[config.mk]
export PLATFORM = sky130hd
export DESIGN_NAME = mips_ctrl_seq
export DESIGN_NICKNAME = d
export VERILOG_FILES = /design/src/rtl/mips_pkg.sv /design/src/rtl/mul_seq_tracker.sv /design/src/rtl/mips_ctrl_seq.sv
export SDC_FILE = /design/constraint.sdc
export NUM_CORES = 1
export LEC_CHECK = 0
export CORE_UTILIZATION = 25
export CTS_CLUSTER_DIAMETER = 80
export DETAILED_ROUTE_END_ITERATION = 7
export GPL_TIMING_DRIVEN = 0
export PLACE_DENSITY = 0.65
export SLEW_MARGIN = 20
export SYNTH_ARGS = -nofsm -noshare
export SYNTH_HDL_FRONTEND = slang
export SYNTH_SLANG_ARGS = --single-unit
[constraint.sdc]
create_clock -name clk -period 2.3 [get_ports clk]
set_input_delay 0.23 -clock clk [delete_from_list [all_inputs] [get_ports clk]]
set_output_delay 0.23 -clock clk [all_outputs]
set_load 0.01 [all_outputs]
[src/rtl/mips_pkg.sv]
// Shared MIPS control constants: opcode/funct values, control-field encodings,
// the ID/EX control word layout and the opcode decoder.
package mips_pkg;

  localparam logic [5:0] OP_RTYPE = 6'd0;
  localparam logic [5:0] OP_J     = 6'd2;
  localparam logic [5:0] OP_JAL   = 6'd3;
  localparam logic [5:0] OP_BEQ   = 6'd4;
  localparam logic [5:0] OP_ADDIU = 6'd9;
  localparam logic [5:0] OP_LW    = 6'd35;
  localparam logic [5:0] OP_SW    = 6'd43;

  localparam logic [5:0] FN_MFHI  = 6'h10;
  localparam logic [5:0] FN_MFLO  = 6'h12;
  localparam logic [5:0] FN_MULTU = 6'h19;
  localparam logic [5:0] FN_DIVU  = 6'h1B;

  typedef enum logic [1:0] {REGDST_RT = 2'b00, REGDST_RD = 2'b01, REGDST_RA = 2'b10} regdst_e;
  typedef enum logic [1:0] {WB_ALU = 2'b00, WB_MEM = 2'b01, WB_PC4 = 2'b10} memtoreg_e;
  typedef enum logic [1:0] {ALU_ADD = 2'b00, ALU_SUB = 2'b01, ALU_FUNCT = 2'b10} aluop_e;

  typedef enum logic {IDLE = 1'b0, MBUSY = 1'b1} mul_state_e;

  typedef struct packed {
    regdst_e   regDst;
    memtoreg_e memToReg;
    aluop_e    aluOp;
    logic      aluSrc;
    logic      regWrite;
    logic      memRead;
    logic      memWrite;
    logic      branch;
    logic      jump;
  } ctrl_t;

  localparam int    CTRL_W   = $bits(ctrl_t);
  localparam ctrl_t CTRL_NOP = '0;

  function automatic ctrl_t decodeOp(input logic [5:0] op);
    ctrl_t c;
    c = CTRL_NOP;
    case (op)
      OP_RTYPE: begin
        c.regDst   = REGDST_RD;
        c.regWrite = 1'b1;
        c.aluOp    = ALU_FUNCT;
      end
      OP_LW: begin
        c.aluSrc   = 1'b1;
        c.memToReg = WB_MEM;
        c.regWrite = 1'b1;
        c.memRead  = 1'b1;
        c.aluOp    = ALU_ADD;
      end
      OP_SW: begin
        c.aluSrc   = 1'b1;
        c.memWrite = 1'b1;
      end
      OP_BEQ: begin
        c.branch = 1'b1;
        c.aluOp  = ALU_SUB;
      end
      OP_J: begin
        c.branch = 1'b1;
        c.jump   = 1'b1;
      end
      OP_JAL: begin
        c.regDst   = REGDST_RA;
        c.memToReg = WB_PC4;
        c.regWrite = 1'b1;
        c.branch   = 1'b1;
        c.jump     = 1'b1;
      end
      OP_ADDIU: begin
        c.aluSrc   = 1'b1;
        c.regWrite = 1'b1;
      end
      default: c = CTRL_NOP;
    endcase
    return c;
  endfunction

  function automatic logic isLegalOp(input logic [5:0] op);
    case (op)
      OP_RTYPE, OP_LW, OP_SW, OP_BEQ, OP_J, OP_JAL, OP_ADDIU: return 1'b1;
      default:                                                return 1'b0;
    endcase
  endfunction

endpackage

[src/rtl/mul_seq_tracker.sv]
// Multiplier/divider occupancy tracker: counts MUL_LAT busy cycles after a start.
module mul_seq_tracker
  import mips_pkg::*;
#(
  parameter int MUL_LAT = 32
) (
  input  logic clk,
  input  logic rst,
  input  logic start,
  output logic busy,
  output logic done
);

  localparam int             CW   = (MUL_LAT > 1) ? $clog2(MUL_LAT) : 1;
  localparam logic [CW-1:0]  LOAD = CW'(MUL_LAT - 1);

  mul_state_e    r_state;
  mul_state_e    w_nextState;
  logic [CW-1:0] r_count;
  logic [CW-1:0] w_nextCount;

  always_ff @(posedge clk or negedge rst) begin
    if (!rst) begin
      r_state <= IDLE;
      r_count <= '0;
    end else begin
      r_state <= w_nextState;
      r_count <= w_nextCount;
    end
  end

  // The count reaching zero ends the operation, so it never wraps.
  always_comb begin
    w_nextState = r_state;
    w_nextCount = r_count;
    case (r_state)
      IDLE: begin
        if (start) begin
          w_nextState = MBUSY;
          w_nextCount = LOAD;
        end
      end
      MBUSY: begin
        if (r_count == '0) begin
          w_nextState = IDLE;
        end else begin
          w_nextCount = r_count - CW'(1);
        end
      end
      default: begin
        w_nextState = IDLE;
        w_nextCount = '0;
      end
    endcase
  end

  assign busy = (r_state == MBUSY);
  assign done = busy && (r_count == '0);

endmodule

[src/rtl/mips_ctrl_seq.sv]
// ID-stage control unit: registered decode, load-use and multiplier hazard
// stalls, branch flush, and multiplier start sequencing.
module mips_ctrl_seq
  import mips_pkg::*;
#(
  parameter int MUL_LAT = 32,
  parameter int HAZ_EN  = 1
) (
  input  logic        clk,
  input  logic        rst,
  input  logic [31:0] instr_in,
  input  logic        valid_in,
  input  logic        idex_memread,
  input  logic [4:0]  idex_rt,
  input  logic        branch_taken,
  output logic [1:0]  RegDst,
  output logic [1:0]  MemtoReg,
  output logic [1:0]  ALUOp,
  output logic        ALUSrc,
  output logic        RegWrite,
  output logic        MemRead,
  output logic        MemWrite,
  output logic        Branch,
  output logic        Jump,
  output logic        Mulrst,
  output logic        stall,
  output logic        pc_write,
  output logic        ifid_write,
  output logic        mul_busy,
  output logic        illegal
);

  logic [5:0]        w_opcode;
  logic [5:0]        w_funct;
  logic [4:0]        w_rs;
  logic [4:0]        w_rt;
  logic              w_isRtype;
  logic              w_isMulOp;
  logic              w_usesMulUnit;
  logic              w_present;
  logic              w_loadUse;
  logic              w_mulHazard;
  logic              w_stall;
  logic              w_bubble;
  logic              w_mulStart;
  logic              w_mulBusy;
  logic              w_mulDone;
  ctrl_t             w_decoded;
  ctrl_t             w_ctrlOut;
  logic [CTRL_W-1:0] r_ctrlWord;
  logic              r_mulrst;
  logic              r_illegal;

  assign w_opcode      = instr_in[31:26];
  assign w_funct       = instr_in[5:0];
  assign w_rs          = instr_in[25:21];
  assign w_rt          = instr_in[20:16];
  assign w_isRtype     = (w_opcode == OP_RTYPE);
  assign w_isMulOp     = w_isRtype && ((w_funct == FN_MULTU) || (w_funct == FN_DIVU));
  assign w_usesMulUnit = w_isMulOp || (w_isRtype && ((w_funct == FN_MFHI) || (w_funct == FN_MFLO)));
  assign w_present     = valid_in && (instr_in != '0);

  assign w_loadUse = (HAZ_EN != 0) && valid_in && idex_memread && (idex_rt != '0) &&
                     ((idex_rt == w_rs) || (idex_rt == w_rt));

  // The done cycle is the last busy cycle, so it still blocks the unit.
  assign w_mulHazard = (w_mulBusy || w_mulDone) && valid_in && w_usesMulUnit;

  // A taken branch flushes ID, which removes any reason to hold it.
  assign w_stall    = (w_loadUse || w_mulHazard) && !branch_taken;
  assign w_bubble   = !w_present || w_stall || branch_taken;
  assign w_mulStart = !w_bubble && w_isMulOp && !w_mulBusy;
  assign w_decoded  = decodeOp(w_opcode);

  always_ff @(posedge clk or negedge rst) begin
    if (!rst) begin
      r_ctrlWord <= '0;
      r_mulrst   <= 1'b0;
      r_illegal  <= 1'b0;
    end else begin
      r_ctrlWord <= w_bubble ? CTRL_NOP : w_decoded;
      r_mulrst   <= w_mulStart;
      r_illegal  <= !w_bubble && !isLegalOp(w_opcode);
    end
  end

  mul_seq_tracker #(
    .MUL_LAT(MUL_LAT)
  ) u_mulTracker (
    .clk  (clk),
    .rst  (rst),
    .start(w_mulStart),
    .busy (w_mulBusy),
    .done (w_mulDone)
  );

  assign w_ctrlOut  = ctrl_t'(r_ctrlWord);
  assign RegDst     = w_ctrlOut.regDst;
  assign MemtoReg   = w_ctrlOut.memToReg;
  assign ALUOp      = w_ctrlOut.aluOp;
  assign ALUSrc     = w_ctrlOut.aluSrc;
  assign RegWrite   = w_ctrlOut.regWrite;
  assign MemRead    = w_ctrlOut.memRead;
  assign MemWrite   = w_ctrlOut.memWrite;
  assign Branch     = w_ctrlOut.branch;
  assign Jump       = w_ctrlOut.jump;
  assign Mulrst     = r_mulrst;
  assign illegal    = r_illegal;
  assign mul_busy   = w_mulBusy;
  assign stall      = w_stall;
  assign pc_write   = !w_stall;
  assign ifid_write = !w_stall;

endmodule

==> out/results.ini, run 1 <==
[timing]
relSlewSlack_pct=40.7
finalCriticalPeriod_ps=2240
fmax_mhz=447
setup_slack_ps=64.5
fin_crit_sh_pct=97.2
rsz0062_at_grt=no
worstMarginPinSlew_ps=887
setup_violations=0
hold_slack_ps=284
drv_slew=0
skew_ps=0.651
finalHoldViolCount=0

[synthesis]
synth_edf_count=0
yosysMostFrequentCell=dfrtp_1
synth.area.top_cells=dfrtp_1 (39%), xnor2_1 (8.3%), a21oi_1 (6.3%)
synthFlopType=dfrtp_1
syn-num-nets=183
netlist_instances=140
yosys_warnings=0
ys_types=38
synth_largest_area_cell=dfrtp_1
ys_async_sr_fraction_pct=100
synth.top_cell.area_share_pct=39.5
synthesis.area_sq_mm=0.00127
synth_common_cells=dfrtp_1 (20), a21oi_1 (16), nand2_1 (12), xnor2_1 (12), nand3_1 (8)
ys_seq_area_share_pct=39.5
ys_ff_latch=20
syn_area_per_cell_sq_um=9.05

[global_routing]
grt_use_total_pct=13.4
overflow=0
grt_max_degree=21
antenna_found_initial=0
grt_pass1_vias=1228
grt_first_pass_wirelength_mm=5.63

[setup_path]
reg2reg_slack_ps=720
startpoint_type=input port
crit_start=idex_rt[1]
critPathBufInv=3
crit_required_ps=2070
path_class=in2out
worst_path_most_repeated_cell=dlygate4sd2_1
crit_arrival_ps=2010
worstReg2RegStart=u_mulTracker.r_count[0]$_DFFE_PN0P_
slowest_delay_ps=560
cp-end-kind=output pin
critPathMaxFanout=5
cp_slowest_cell=or4_4
worstPathCellList=dlygate4sd2_1 -> or4_4 -> o211a_4 -> buf_4 -> a31o_2 -> dlygate4sd2_1
reg2reg_depth=5
cp_top_family=buffers and inverters
crit-reg2reg-capture=u_mulTracker.r_count[1]$_DFFE_PN0P_

[clock_tree]
clkTransAtPathRegs_ps=70
htree_levels=1
cts_root_buf=clkbuf_8
cts_buffers=3
clk_latency_ps=250
cts_sinks=20
cts.path.max_buffers=2
postCtsHoldBufs=0
tritoncts=built

[job]
maxCapViolCount=0

[detailed_routing]
dr.pass1.iters=5
vias=1307
drc=0
vias_per_cell=4.77
wl_mm=3.30
ant_nets=0
wl_per_cell_um=12.0
drtIter0Drc=30

[placement]
place_inst=265
place_ws_ps=-625
dp_hpwl_mm=2.63
dpl_cell_area_sq_mm=0.00193
gp_congestion=0.818
port_buffers=58

[floorplan]
dieArea_sq_mm=0.00536
io_pins=60
die_w_um=73.2
core_area_sq_mm=0.00479
die_h_um=73.2
start_util_pct=26.5
rows=25

[power_and_ir_drop]
vdd_drop_max_mv=0.242
p_leak_nw=0.813
power_density_mw_per_mm2=390

[hold_path]
hold_path_startpoint=instr_in[27]
holdPathStages=3
holdCritPathClass=in2reg
holdPathEnd=r_ctrlWord[2]$_DFF_PN0_

[finish]
instances_no_fill=274
fillCellCount=479
design_area_sq_mm=0.00207
area_growth_pct=63.6
drive_gt1_share_pct=13.0
antenna_cells=0
nets=251

[run_status]
status=finished, final reports clean

cells in the final DEF (no fill, tap or decap), types with 2 or more instances in the layout:
cell	n
clkbuf_8	5
nand2b_1	4
nand4_1	3
nor4_1	6
nor2b_1	3
nand3_1	8
a21oi_1	16
nor3_1	5
dfrtp_1	20
buf_4	6
clkdlybuf4s50_1	47
inv_1	5
nor3_2	2
nor2_1	6
xnor2_1	12
nand2_1	12
o211ai_1	5
dlygate4sd2_1	9
a211oi_1	5
stage by stage:
step                setup TNS (ps)  power [mW]  util, %
detailed placement           -1510       0.549     40.4
floorplan                        0       0.436        -
global route                     0       0.846     43.3
global placement             -1520       0.547     40.4
CTS                          -12.5       0.816     43.0
finish                           0       0.808     43.3
flip-flops by register name (all words and copies together), names as in the netlist:
signal	flops
r_ctrlWord	12
illegal	1
u_mulTracker.busy	1
u_mulTracker.r_count	5
Mulrst	1
routing by layer:
layer	track usage, %	routed length, um
met4	3.92	29
met3	1.24	219
met1	18.5	1500
met2	22.1	1550
met5	0	0
cells by family (layout without fill, tap and decap cells):
group / Yosys count / in the layout / share of synthesized area (%)
AND/OR/NAND/NOR: 58 / 58 / 25.4
XOR/XNOR: 12 / 12 / 8.29
AO/OA/AOI/OAI: 38 / 38 / 21.0
buffers and inverters: 10 / 77 / 3.95
adder cells (fa/ha/maj): 1 / 1 / 0.987
multiplexers: 1 / 1 / 0.888
flip-flops: 20 / 20 / 39.5
layout make-up:
cell class | count | area, sq um | area share (%)
Buffer | 5 | 41.3 | 1.99
Clock buffer | 4 | 55.1 | 2.66
Inverter | 5 | 18.8 | 0.905
Multi-Input combinational cell | 110 | 769 | 37.1
Sequential cell | 20 | 500 | 24.1
Tap cell | 67 | 83.8 | 4.04
Timing Repair Buffer | 63 | 604 | 29.1
how the worst max path moves through the flow:
stage	slack (ps)	cells after the start	endpoint
2_1_floorplan	440	5	pc_write
3_3_place_gp	-640	8	pc_write
3_5_place_dp	-630	8	pc_write
4_1_cts	-10	7	pc_write
5_1_grt	30	6	stall
6_report	60	6	stall
worst min-delay path, cell delays in order:
cell and delay, ps:
buf_2 150, nand4_1 80, a21oi_1 40
where the power goes:
| group | total, mW | internal (mW) | switching [mW] |
|---|---|---|---|
| logic | 0.190 | 0.104 | 0.0857 |
| registers | 0.362 | 0.358 | 0.00426 |
| clock network | 0.255 | 0.152 | 0.104 |
timing repair:
item,in CTS,in global routing
endpoints found under the setup margin,3,1
cloned,0,0
setup buffers,3,2
gates resized for setup,23,3
pin swaps,3,1
(Power assumes the default switching activity.)
==> run 2: changes to the inputs <==
Settings changed: CORE_MARGIN from default to 3, SETUP_SLACK_MARGIN from default to 0.4.
==> out/results.ini, run 2 (same netlist as run 1, synthesis figures left out) <==
[detailed_routing]
wl_per_cell_um=12.8
vias=1356
dr.pass1.iters=4
drtIter0Drc=16
wl_mm=3.59
drc=0
ant_nets=0
vias_per_cell=4.84

[setup_path]
slowest_delay_ps=530
path_class=in2out
worstReg2RegStart=u_mulTracker.r_count[0]$_DFFE_PN0P_
crit_required_ps=2070
critPathBufInv=4
cp_top_family=simple AND/OR/NAND/NOR gates
worst_path_most_repeated_cell=buf_6
critPathMaxFanout=2
crit_arrival_ps=1660
crit-reg2reg-capture=u_mulTracker.r_count[1]$_DFFE_PN0P_
cp_slowest_cell=or4_4
reg2reg_slack_ps=690
cp-end-kind=output pin
reg2reg_depth=5
worstPathCellList=buf_8 -> or4_4 -> o211a_4 -> buf_6 -> a31oi_4 -> buf_6 -> buf_6
startpoint_type=input port

[timing]
drv_slew=0
finalCriticalPeriod_ps=1890
relSlewSlack_pct=43.7
rsz0062_at_grt=yes
setup_violations=0
fmax_mhz=529
setup_slack_ps=411
worstMarginPinSlew_ps=841
skew_ps=3.24
fin_crit_sh_pct=82.1
finalHoldViolCount=0

[hold_path]
hold_path_startpoint=instr_in[27]
holdPathEnd=r_ctrlWord[2]$_DFF_PN0_
holdCritPathClass=in2reg
holdPathStages=3

[finish]
antenna_cells=0
area_growth_pct=68.6
final_cell_mix=clkdlybuf4s50_1 (34), dfrtp_1 (20), a21oi_1 (16)
largest_reg_flops=12
multiInputGateArea_sq_um=769
seqCellArea_sq_um=500
final_common_cell=clkdlybuf4s50_1
design_area_sq_mm=0.00214
fillCellCount=487
reg.largest.list=r_ctrlWord: 12 flops, u_mulTracker.r_count: 5 flops
postLayoutCoreUtil_pct=44.4
drive_gt1_share_pct=21.6
top_register=r_ctrlWord
nets=257

[job]
maxCapViolCount=0

[global_routing]
antenna_found_initial=0
grt_max_degree=21
grt_use_total_pct=12.5
grt_pass1_vias=1359
overflow=0
grt_first_pass_wirelength_mm=6.09

[placement]
place_ws_ps=-671
dp_hpwl_mm=2.78
port_buffers=58
dpl_cell_area_sq_mm=0.00193
gp_congestion=0.794

[clock_tree]
clk_latency_ps=260
postCtsHoldBufs=0
htree_levels=1
cts.path.max_buffers=2
cts_root_buf=clkbuf_8
cts_buffers=3
cts_sinks=20
tritoncts=built
clkTransAtPathRegs_ps=70

[floorplan]
core_area_sq_mm=0.00482
io_pins=60
start_util_pct=26.3
die_w_um=77.2
die_h_um=77.2
rows=25
dieArea_sq_mm=0.00596

[power_and_ir_drop]
p_leak_nw=0.927
vdd_drop_max_mv=0.198
power_density_mw_per_mm2=422

[run_status]
status=finished, final reports clean

run 2: how the worst max path moves through the flow:
stage                    start        to  slack (ps)  cells after the start
floorplan           idex_rt[1]  pc_write         440                      5
global placement    idex_rt[0]  pc_write        -640                      8
detailed placement  idex_rt[0]  pc_write        -670                      8
CTS                 idex_rt[1]  pc_write         400                      7
global route        idex_rt[4]  pc_write         380                      7
finish              idex_rt[4]  pc_write         410                      7
run 2: area by class of cell:
class	count	share of cell area, %
plain buffers	5	2.11
flip-flops and latches	20	23.4
repair buffers	69	30.3
clock inverters	1	1.41
well taps	67	3.92
multi-input cells	110	36.0
clock buffers	3	1.93
inverters	5	0.878
run 2: routing by layer:
| metal | GRT usage [%] | vias to the layer above | part of all wire, % | routed length, um |
|---|---|---|---|---|
| li1 | - | 675 | - | - |
| met3 | 2.11 | 10 | 7.9 | 284 |
| met5 | 0 | - | 0 | 0 |
| met4 | 7.65 | 0 | 3.4 | 123 |
| met2 | 19.7 | 56 | 45 | 1600 |
| met1 | 15.7 | 615 | 44 | 1580 |
run 2: power breakdown:
group,total [mW],switching [mW],internal (mW)
combinational,0.190,0.0857,0.105
clock,0.349,0.117,0.232
sequential,0.362,0.00404,0.357
run 2: timing repair:
item | 4_1_cts | 5_1_grt
buffers inserted | 9 | 2
pin swaps | 8 | 10
endpoints found under the setup margin | 9 | 3
resized for setup | 56 | 21
run 2: worst register-to-register path, stage by stage (launching register included):
cell      delay (ps)
dfrtp_1          380
inv_1             50
ha_1             220
a31oi_1          420
mux2_2           390
o211ai_1          70
run 2: stage by stage:
stage               setup TNS [ps]  total power, mW  cells  hold slack (ps)
floorplan                        0            0.436    140            -65.6
global placement             -1520            0.547    265              545
CTS                              0            0.909    278              269
detailed placement           -1600            0.549    265              543
global route                     0            0.936    280              288
finish                           0            0.901    280              275
